## config.mk

```make
export PLATFORM = sky130hd
export DESIGN_NAME = pwr_gated_alu
export DESIGN_NICKNAME = d
export VERILOG_FILES = /design/src/rtl/pwr_gated_alu.sv
export SDC_FILE = /design/constraint.sdc
export NUM_CORES = 1
export LEC_CHECK = 0
export CORE_ASPECT_RATIO = 1.2
export CORE_MARGIN = 10
export CORE_UTILIZATION = 25
export CTS_BUF_LIST = sky130_fd_sc_hd__clkbuf_8
export DETAILED_ROUTE_END_ITERATION = 16
export PLACE_DENSITY = 0.48
export SETUP_SLACK_MARGIN = 0.15
export SYNTH_ARGS = -nofsm -noshare
export SYNTH_HDL_FRONTEND = slang
export SYNTH_SLANG_ARGS = --single-unit
```

## constraint.sdc

```tcl
create_clock -name clk -period 6.35 [get_ports clk]
set_clock_uncertainty 0.15 [all_clocks]
set_input_delay 0.635 -clock clk [delete_from_list [all_inputs] [get_ports clk]]
set_output_delay 0.635 -clock clk [all_outputs]
set_load 0.02 [all_outputs]
```

## src/rtl/pwr_gated_alu.sv

```systemverilog
// Power-gated ALU: a small power FSM (OFF/WAKE/ON/DRAIN/SLEEP) with output isolation
// wrapped around a single-cycle ALU and an iterative shift-add multiplier.
module pwr_gated_alu #(
  parameter int unsigned      WIDTH        = 16,
  parameter int unsigned      PWRUP_CYCLES = 4,
  parameter logic [WIDTH-1:0] CLAMP_VAL    = {WIDTH{1'b0}}
) (
  input  logic             clk,
  input  logic             rst_n,
  input  logic             pwr_req,
  input  logic             start,
  input  logic [3:0]       opcode,
  input  logic [WIDTH-1:0] a,
  input  logic [WIDTH-1:0] b,
  output logic [WIDTH-1:0] result,
  output logic             carry,
  output logic             zero,
  output logic             ready,
  output logic             busy,
  output logic             done,
  output logic             err,
  output logic             pwr_on,
  output logic             iso_active,
  output logic [2:0]       pwr_state
);

  typedef enum logic [2:0] {
    S_OFF   = 3'd0,
    S_WAKE  = 3'd1,
    S_ON    = 3'd2,
    S_DRAIN = 3'd3,
    S_SLEEP = 3'd4
  } pwr_state_e;

  localparam int SH = $clog2(WIDTH);
  localparam int CW = $clog2(PWRUP_CYCLES + 1);
  localparam int MW = $clog2(WIDTH);
  localparam logic [CW-1:0] WAKE_LOAD = CW'(PWRUP_CYCLES);
  localparam logic [3:0] OP_ADD = 4'd0, OP_SUB = 4'd1, OP_AND = 4'd2, OP_OR  = 4'd3,
                         OP_XOR = 4'd4, OP_SHL = 4'd5, OP_SHR = 4'd6, OP_MUL = 4'd7;

  pwr_state_e         state, state_next;
  logic [CW-1:0]      wake_cnt;
  logic               busy_q, done_q, err_q;
  logic [WIDTH-1:0]   res_q;
  logic               carry_q, zero_q;
  logic [2*WIDTH-1:0] acc_q, mcand_q, acc_step;
  logic [WIDTH-1:0]   mplier_q;
  logic [MW-1:0]      mul_cnt_q;

  logic               accept, live_next;
  logic [WIDTH:0]     sum;
  logic [WIDTH-1:0]   alu_res;
  logic               alu_carry;

  assign ready     = (state == S_ON) && !busy_q;
  assign accept    = start && ready;
  assign live_next = (state_next == S_ON) || (state_next == S_DRAIN);
  assign sum       = {1'b0, a} + {1'b0, b};
  assign acc_step  = acc_q + (mplier_q[0] ? mcand_q : '0);

  // NOTE: every signal driven here gets a default first so no latch is inferred.
  always_comb begin
    alu_res   = '0;
    alu_carry = 1'b0;
    case (opcode)
      OP_ADD: {alu_carry, alu_res} = sum;
      OP_SUB: begin
        alu_res   = a - b;
        alu_carry = (a < b);
      end
      OP_AND: alu_res = a & b;
      OP_OR:  alu_res = a | b;
      OP_XOR: alu_res = a ^ b;
      OP_SHL: alu_res = a << b[SH-1:0];
      OP_SHR: alu_res = a >> b[SH-1:0];
      default: ;
    endcase
  end

  // A non-MUL accepted while pwr_req falls stays ON for its done cycle, then sleeps.
  always_comb begin
    state_next = state;
    case (state)
      S_OFF:   if (pwr_req) state_next = S_WAKE;
      S_WAKE: begin
        if (!pwr_req)                  state_next = S_OFF;
        else if (wake_cnt == CW'(1))   state_next = S_ON;
      end
      S_ON: begin
        if (!pwr_req) begin
          if (accept)                  state_next = (opcode == OP_MUL) ? S_DRAIN : S_ON;
          else if (busy_q && !done_q)  state_next = S_DRAIN;
          else                         state_next = S_SLEEP;
        end
      end
      S_DRAIN: begin
        if (pwr_req)                   state_next = S_ON;
        else if (done_q)               state_next = S_SLEEP;
      end
      S_SLEEP: state_next = S_OFF;
      default: state_next = S_OFF;
    endcase
  end

  // NOTE: sequential state uses non-blocking assignments only.
  always_ff @(posedge clk) begin
    if (!rst_n) begin
      state     <= S_OFF;
      wake_cnt  <= '0;
      busy_q    <= 1'b0;
      done_q    <= 1'b0;
      err_q     <= 1'b0;
      res_q     <= '0;
      carry_q   <= 1'b0;
      zero_q    <= 1'b0;
      acc_q     <= '0;
      mcand_q   <= '0;
      mplier_q  <= '0;
      mul_cnt_q <= '0;
    end else begin
      state  <= state_next;
      done_q <= 1'b0;
      err_q  <= 1'b0;

      if (state_next == S_WAKE)
        wake_cnt <= (state == S_WAKE) ? wake_cnt - CW'(1) : WAKE_LOAD;
      else
        wake_cnt <= '0;

      if (state_next == S_OFF) begin
        // Domain is about to lose power: architectural state is gone.
        busy_q  <= 1'b0;
        res_q   <= '0;
        carry_q <= 1'b0;
        zero_q  <= 1'b0;
      end else begin
        if (accept) begin
          if (opcode == OP_MUL) begin
            busy_q    <= 1'b1;
            acc_q     <= b[0] ? {{WIDTH{1'b0}}, a} : '0;
            mcand_q   <= {{(WIDTH-1){1'b0}}, a, 1'b0};
            mplier_q  <= {1'b0, b[WIDTH-1:1]};
            mul_cnt_q <= MW'(WIDTH - 1);
          end else begin
            res_q   <= alu_res;
            carry_q <= alu_carry;
            zero_q  <= (alu_res == '0);
            done_q  <= 1'b1;
            err_q   <= opcode[3];
          end
        end else if (busy_q && done_q) begin
          busy_q <= 1'b0;
        end else if (busy_q) begin
          acc_q     <= acc_step;
          mcand_q   <= {mcand_q[2*WIDTH-2:0], 1'b0};
          mplier_q  <= {1'b0, mplier_q[WIDTH-1:1]};
          mul_cnt_q <= mul_cnt_q - MW'(1);
          if (mul_cnt_q == MW'(1)) begin
            res_q   <= acc_step[WIDTH-1:0];
            carry_q <= |acc_step[2*WIDTH-1:WIDTH];
            zero_q  <= (acc_step[WIDTH-1:0] == '0);
            done_q  <= 1'b1;
          end
        end
        // Rejected starts only flag an error if the domain is still live next cycle.
        if (start && !ready && live_next) err_q <= 1'b1;
      end
    end
  end

  assign iso_active = (state == S_OFF) || (state == S_WAKE) || (state == S_SLEEP);
  assign pwr_on     = (state != S_OFF);
  assign pwr_state  = state;
  assign busy       = busy_q;
  assign done       = done_q;
  assign err        = err_q;
  assign result     = iso_active ? CLAMP_VAL : res_q;
  assign carry      = iso_active ? 1'b0 : carry_q;
  assign zero       = iso_active ? 1'b0 : zero_q;

endmodule

```

==> After elaboration in Yosys (flattened, before gate mapping) <==
Cells that the tools add are included.
{ "op_classes": {"add_sub_neg": 5, "order_cmp": 1, "eq_ne": 19, "shift": 2, "muxes": 60, "bitwise_logic": 5, "reduce_logical": 28} }
{ "op_table": {"columns": ["cell", "count"], "rows": [
  ["$mux W32", 9],
  ["$mux W16", 11],
  ["$pmux W16 S7", 1],
  ["$add A32 B32 Y32", 1],
  ["$logic_not A16 Y1", 2],
  ["$mux W3", 9],
  ["$mux W1", 24],
  ["$add A16 B16 Y17", 1],
  ["$and A16 B16 Y16", 1],
  ["$eq A4 B3 Y1 const B", 4],
  ["$lt A16 B16 Y1", 1],
  ["$mux W4", 4],
  ["$or A16 B16 Y16", 1],
  ["$reduce_or A16 Y1", 1],
  ["$shl A16 B4 Y16", 1],
  ["$shr A16 B4 Y16", 1],
  ["$sub A16 B16 Y16", 1],
  ["$xor A16 B16 Y16", 1],
  ["$eq A3 B2 Y1 const B", 4],
  ["$pmux W3 S4", 1],
  ["$eq A3 B1 Y1 const B", 3],
  ["$eq A4 B1 Y1 const B", 2],
  ["$eq A4 B2 Y1 const B", 2],
  ["$reduce_and A4 Y1", 2],
  ["other kinds (17)", 32]
]} }
{ "totals": {"regBits": 111, "inputBits": 40, "out_inout_bits": 27, "wordCells": 133} }

==> Logic depth before layout (Yosys ltp) <==
{ "logic_depth": {"ltp_word": 10, "ltp_mapped": 15, "depth_no_buf": 14} }

==> Worst setup path before layout <==
No wires, ideal clock.
{ "synth_path": {"path_type": "input port to flip-flop", "start": "in b[2]", "end": "reg zero_q", "setup_time_ns": 0.079, "t_arrival_ns": 3.626, "required_time_ns": 6.121, "path_slack_ns": 2.494, "cell_stages": 14, "n_path_buf": 2, "path_cell_list": "buf_2 -> inv_1 -> clkbuf_1 -> ha_1 -> nand2b_1 -> a211oi_1 -> o211ai_1 -> a31oi_1 -> mux2_2 -> a221oi_1 -> a21boi_1 -> and4_1 -> nand4_1 -> a211oi_2"} }
{ "synth_via": {"elab_chain_len": 5, "elab_cells_between_ends": 11, "cone_classes": "add/sub (2); shift (2); mux (3); bitwise (3); reduce/logical (1)"} }
{ "synth_lines": {"columns": ["element", "line_no", "text"], "rows": [
  ["start: declaration", "14", "input logic [WIDTH-1:0] b,"],
  ["$sub A16 B16 Y16 (tied with other cells)", "69", "alu_res = a - b;"],
  ["$pmux W16 S7 (*)", "66", "case (opcode)"],
  ["$logic_not A16 Y1 (*)", "148", "zero_q <= (alu_res == '0);"],
  ["$mux W1 (*)", "139", "if (opcode == OP_MUL) begin"],
  ["$mux W1 (*)", "138", "if (accept) begin"],
  ["end signal: assignment", "148", null],
  ["end signal: assignment", "162", "zero_q <= (acc_step[WIDTH-1:0] == '0);"],
  ["end: declaration", "46", "logic carry_q, zero_q;"]
]} }
Every way passes the cells marked *; elsewhere a longest branch is shown, timed or not. The select of a mux whose other input is x is not followed.
A chain may end at the register's enable or synchronous reset.

==> Final worst setup path <==
{ "layout_path": {"start": "in a[1]", "end": "reg zero_q"} }
{ "layout_via": {"elab_chain_len": 5, "elab_cells_between_ends": 11, "cone_classes": "add/sub (2); shift (2); mux (3); bitwise (3); reduce/logical (1)"} }
{ "layout_lines": {"columns": ["element", "line_no", "text"], "rows": [
  ["start: declaration", "13", "input logic [WIDTH-1:0] a,"],
  ["$sub A16 B16 Y16 (tied with other cells)", "69", null],
  ["$pmux W16 S7 (*)", "66", null],
  ["$logic_not A16 Y1 (*)", "148", null],
  ["$mux W1 (*)", "139", null],
  ["$mux W1 (*)", "138", null]
]} }
Marks and branches as above.

==> impl_results.md <==
- Outcome: finished, final reports clean
- Global-route wire length before repair: roughly 65,000 µm
- Total CTS buffers: 9
- Post-DP HPWL: 32,700 µm
- GRT Total Usage: 0.166
- Hold_buf cts: 0
- Worst Path Arrival: between 4000 and 5000 ps
- Die width: between 200 and 250 µm
- Final Power: approximately 0.0016 W
- Syn_nets: ~1,600
- Crit path max-delay cell type: clkdlybuf4s50_1
- Core area: a little over 0.04 mm²
- F_max: around 0.22 GHz
- Max cap viols: 0
- Row Count: around 80
- Final Cycle Share: 0.710
- DR vias: 10,900
- Synthesized area: roughly 0.010 mm²
- Reg2Reg Setup Slack: between 2000 and 2500 ps
- Final Hold Fails: 0
- Via density: 5.49
- Layout Cells excl Fill: 1,988
- Peak supply drop: around 0.086 mV
- Clock-pin slew on the worst setup and hold paths: between 100 and 150 ps
- Worst skew pair latency: roughly 440 ps
- Area Overhead vs Synth: 12.6%
- Endpoint class of the critical path: flip-flop
- RSZ-0062 raised after global routing: no
- Cell count after synthesis: 1,440
- Yosys reg bits: between 100 and 150
- Final min period: roughly 4500 ps
- Post-synthesis cell type count: 84
- Initial antenna violation count: 1
- Post-synth top flop: dfxtp_1
- Relative slew slack: 0.186
- Synth warn: 0
- Fraction of registers with async set/reset: 0
- Ports: between 60 and 70
- Reg2Reg Depth: 15
- Vias in the first global route: between 10,000 and 15,000
- EDFF count, synth: 0
- Leak Pwr: 4.38 nW
- Slowest stage delay, CP: around 840 ps
- Share of the synthesized area in the top cell type: 0.208
- TritonCTS clock tree: done
- Synth top area cells: dfxtp_1, ha_1, nand2_1
- WP data required: approximately 6600 ps
- Power Density: around 130 mW/mm²
- Setup TNS: 0 ps
- Drt total wl: around 43,000 µm
- Routability cong.: 0.950
- Setup bufs post-CTS: 0
- WL/cell: 21.7 µm
- Pins Over Slew Limit: 0
- Fillcell total: approximately 4,600
- Initial Util: 0.252
- Max clock buf depth: 2
- Largest net degree at the start of global routing: 57
- Most common cell after layout, fill and taps aside: nand2_1
- ANT cells: 0
- Final setup margin: ~1800 ps
- Cell type contributing the most total cell area after synthesis: dfxtp_1
- Seq/Total Area, Yosys: 0.208
- Final ANT Viol Nets: 0
- Worst-path fanout max: 12
- Share of cells above drive strength 1: 0.0603
- Drt first pass iters: 8
- Most frequent cells in the layout: nand2_1, nor2_1, dfxtp_1
- # DRC: 0
- Full die area: between 0.05 and 0.06 mm²
- CTS Sinks: roughly 110
- Final #Nets: about 1,600
- Starting DRT DRC Count: 790
- Port buffer count: 66
- Hold Crit Class: flip-flop to flip-flop
- Overflow after GRT: 0
- H-tree lvl count: 3
- CP Cell Sequence: clkdlybuf4s50_1 > inv_1 > fa_1 > nand2b_1 > a211oi_1 > o22ai_1 > o41ai_1 > a31oi_1 > o2bb2ai_1 > a21boi_1 > and4_1 > nand4_1 > a211oi_2
- Crit Path Category: primary input to flip-flop
- Dpl ws: between 1500 and 2000 ps
- Worst Tran Pin Value: about 1200 ps
- WHS Path Cells: 1
- Clock root buffer: clkbuf_8
- Final setup viols: 0
- CTS resizes: 0
- Die height: roughly 240 µm
- Syn Area/Cell: a little over 7 µm²
- Crit start category: primary input
- Placed cells: ~2,000
-- path summary, 6_finish.rpt --
check / startpoint / to
hold / removal: wake_cnt[0] / wake_cnt[0]
setup / recovery: a[1] / zero_q
setup reg to reg: mplier_q[0] / carry_q
hold reg to reg: wake_cnt[0] / wake_cnt[0]
-- synthesized netlist by cell type (6+ instances only) --
library cell  number
xor2_1            18
o22ai_1            7
a31oi_1           46
a221oi_1          22
clkbuf_1          65
and3_1            10
nand4_1           14
mux2i_1           28
or3_1             14
nand3_1           65
o211ai_1          22
o221ai_1          11
a21o_1            16
nand2b_1          21
buf_2             23
a311oi_1           9
mux4_2            10
o31ai_1            7
o21a_1             9
a21oi_1          107
xnor2_1           13
inv_1             58
and2_1            37
a211oi_1          26
nor2b_1           33
o21ai_0           60
nand2_1          185
ha_1              86
nor3_1            31
o21bai_1           6
a22oi_1           13
nor4_1             8
dfxtp_1          109
mux2_2             9
buf_1             10
nor2_1           141
-- logic make-up (layout without fill, tap and decap cells) --
group           count (synthesis)  after routing  synth area share
flops                         109            109             0.208
mux                            47             47            0.0579
compound gates                420            420             0.271
buf+inv                       160            162            0.0619
xor+xnor                       32             32            0.0275
simple gates                  583            583             0.265
fa+ha+maj                      89             89             0.108
-- cell type report --
type                            count  area [µm²]  area share
Tap cell                          546         683      0.0579
Inverter                           59         221      0.0188
Clock buffer                        9         124      0.0105
Sequential cell                   109        2180       0.185
Multi-Input combinational cell   1171        7700       0.653
Clock inverter                      7        68.8     0.00584
Timing Repair Buffer               87         813      0.0690
-- state kept, by name, indices dropped and copies added, names as in the netlist --
register and count:
acc_q 32, busy 1, carry_q 1, done 1, err 1, mcand_q 31
mplier_q 15, mul_cnt_q 4, pwr_state 3, res_q 16, wake_cnt 3, zero_q 1
-- metal layers --
metal  global-route usage  wire length (µm)
met3               0.0206              1670
met1                0.194             17800
met2                0.286             21200
met4               0.0967              2440
met5                    0                 8
-- worst max-delay path, delay by kind of cell --
family | cells | cell delay, ps
AO/OA/AOI/OAI | 7 | 1970
adder cells (fa/ha/maj) | 1 | 490
buffers and inverters | 2 | 1020
AND/OR/NAND/NOR | 3 | 570
-- power breakdown --
| part | internal [W] | switching (W) | leakage [nW] |
|---|---|---|---|
| clock network | 0.000156 | 0.000301 | 0.101 |
| registers | 0.000685 | 0.00000167 | 0.878 |
| logic | 0.000145 | 0.000270 | 3.40 |
-- stage by stage --
stage          instance area [µm²]   util  hold WS (ps)
2_1_floorplan                10500      -           267
3_3_place_gp                 11600  0.279           283
3_5_place_dp                 11600  0.279           289
4_1_cts                      11800  0.284           308
5_1_grt                      11800  0.284           330
6_report                     11800  0.284           305
(Power assumes the default switching activity.)
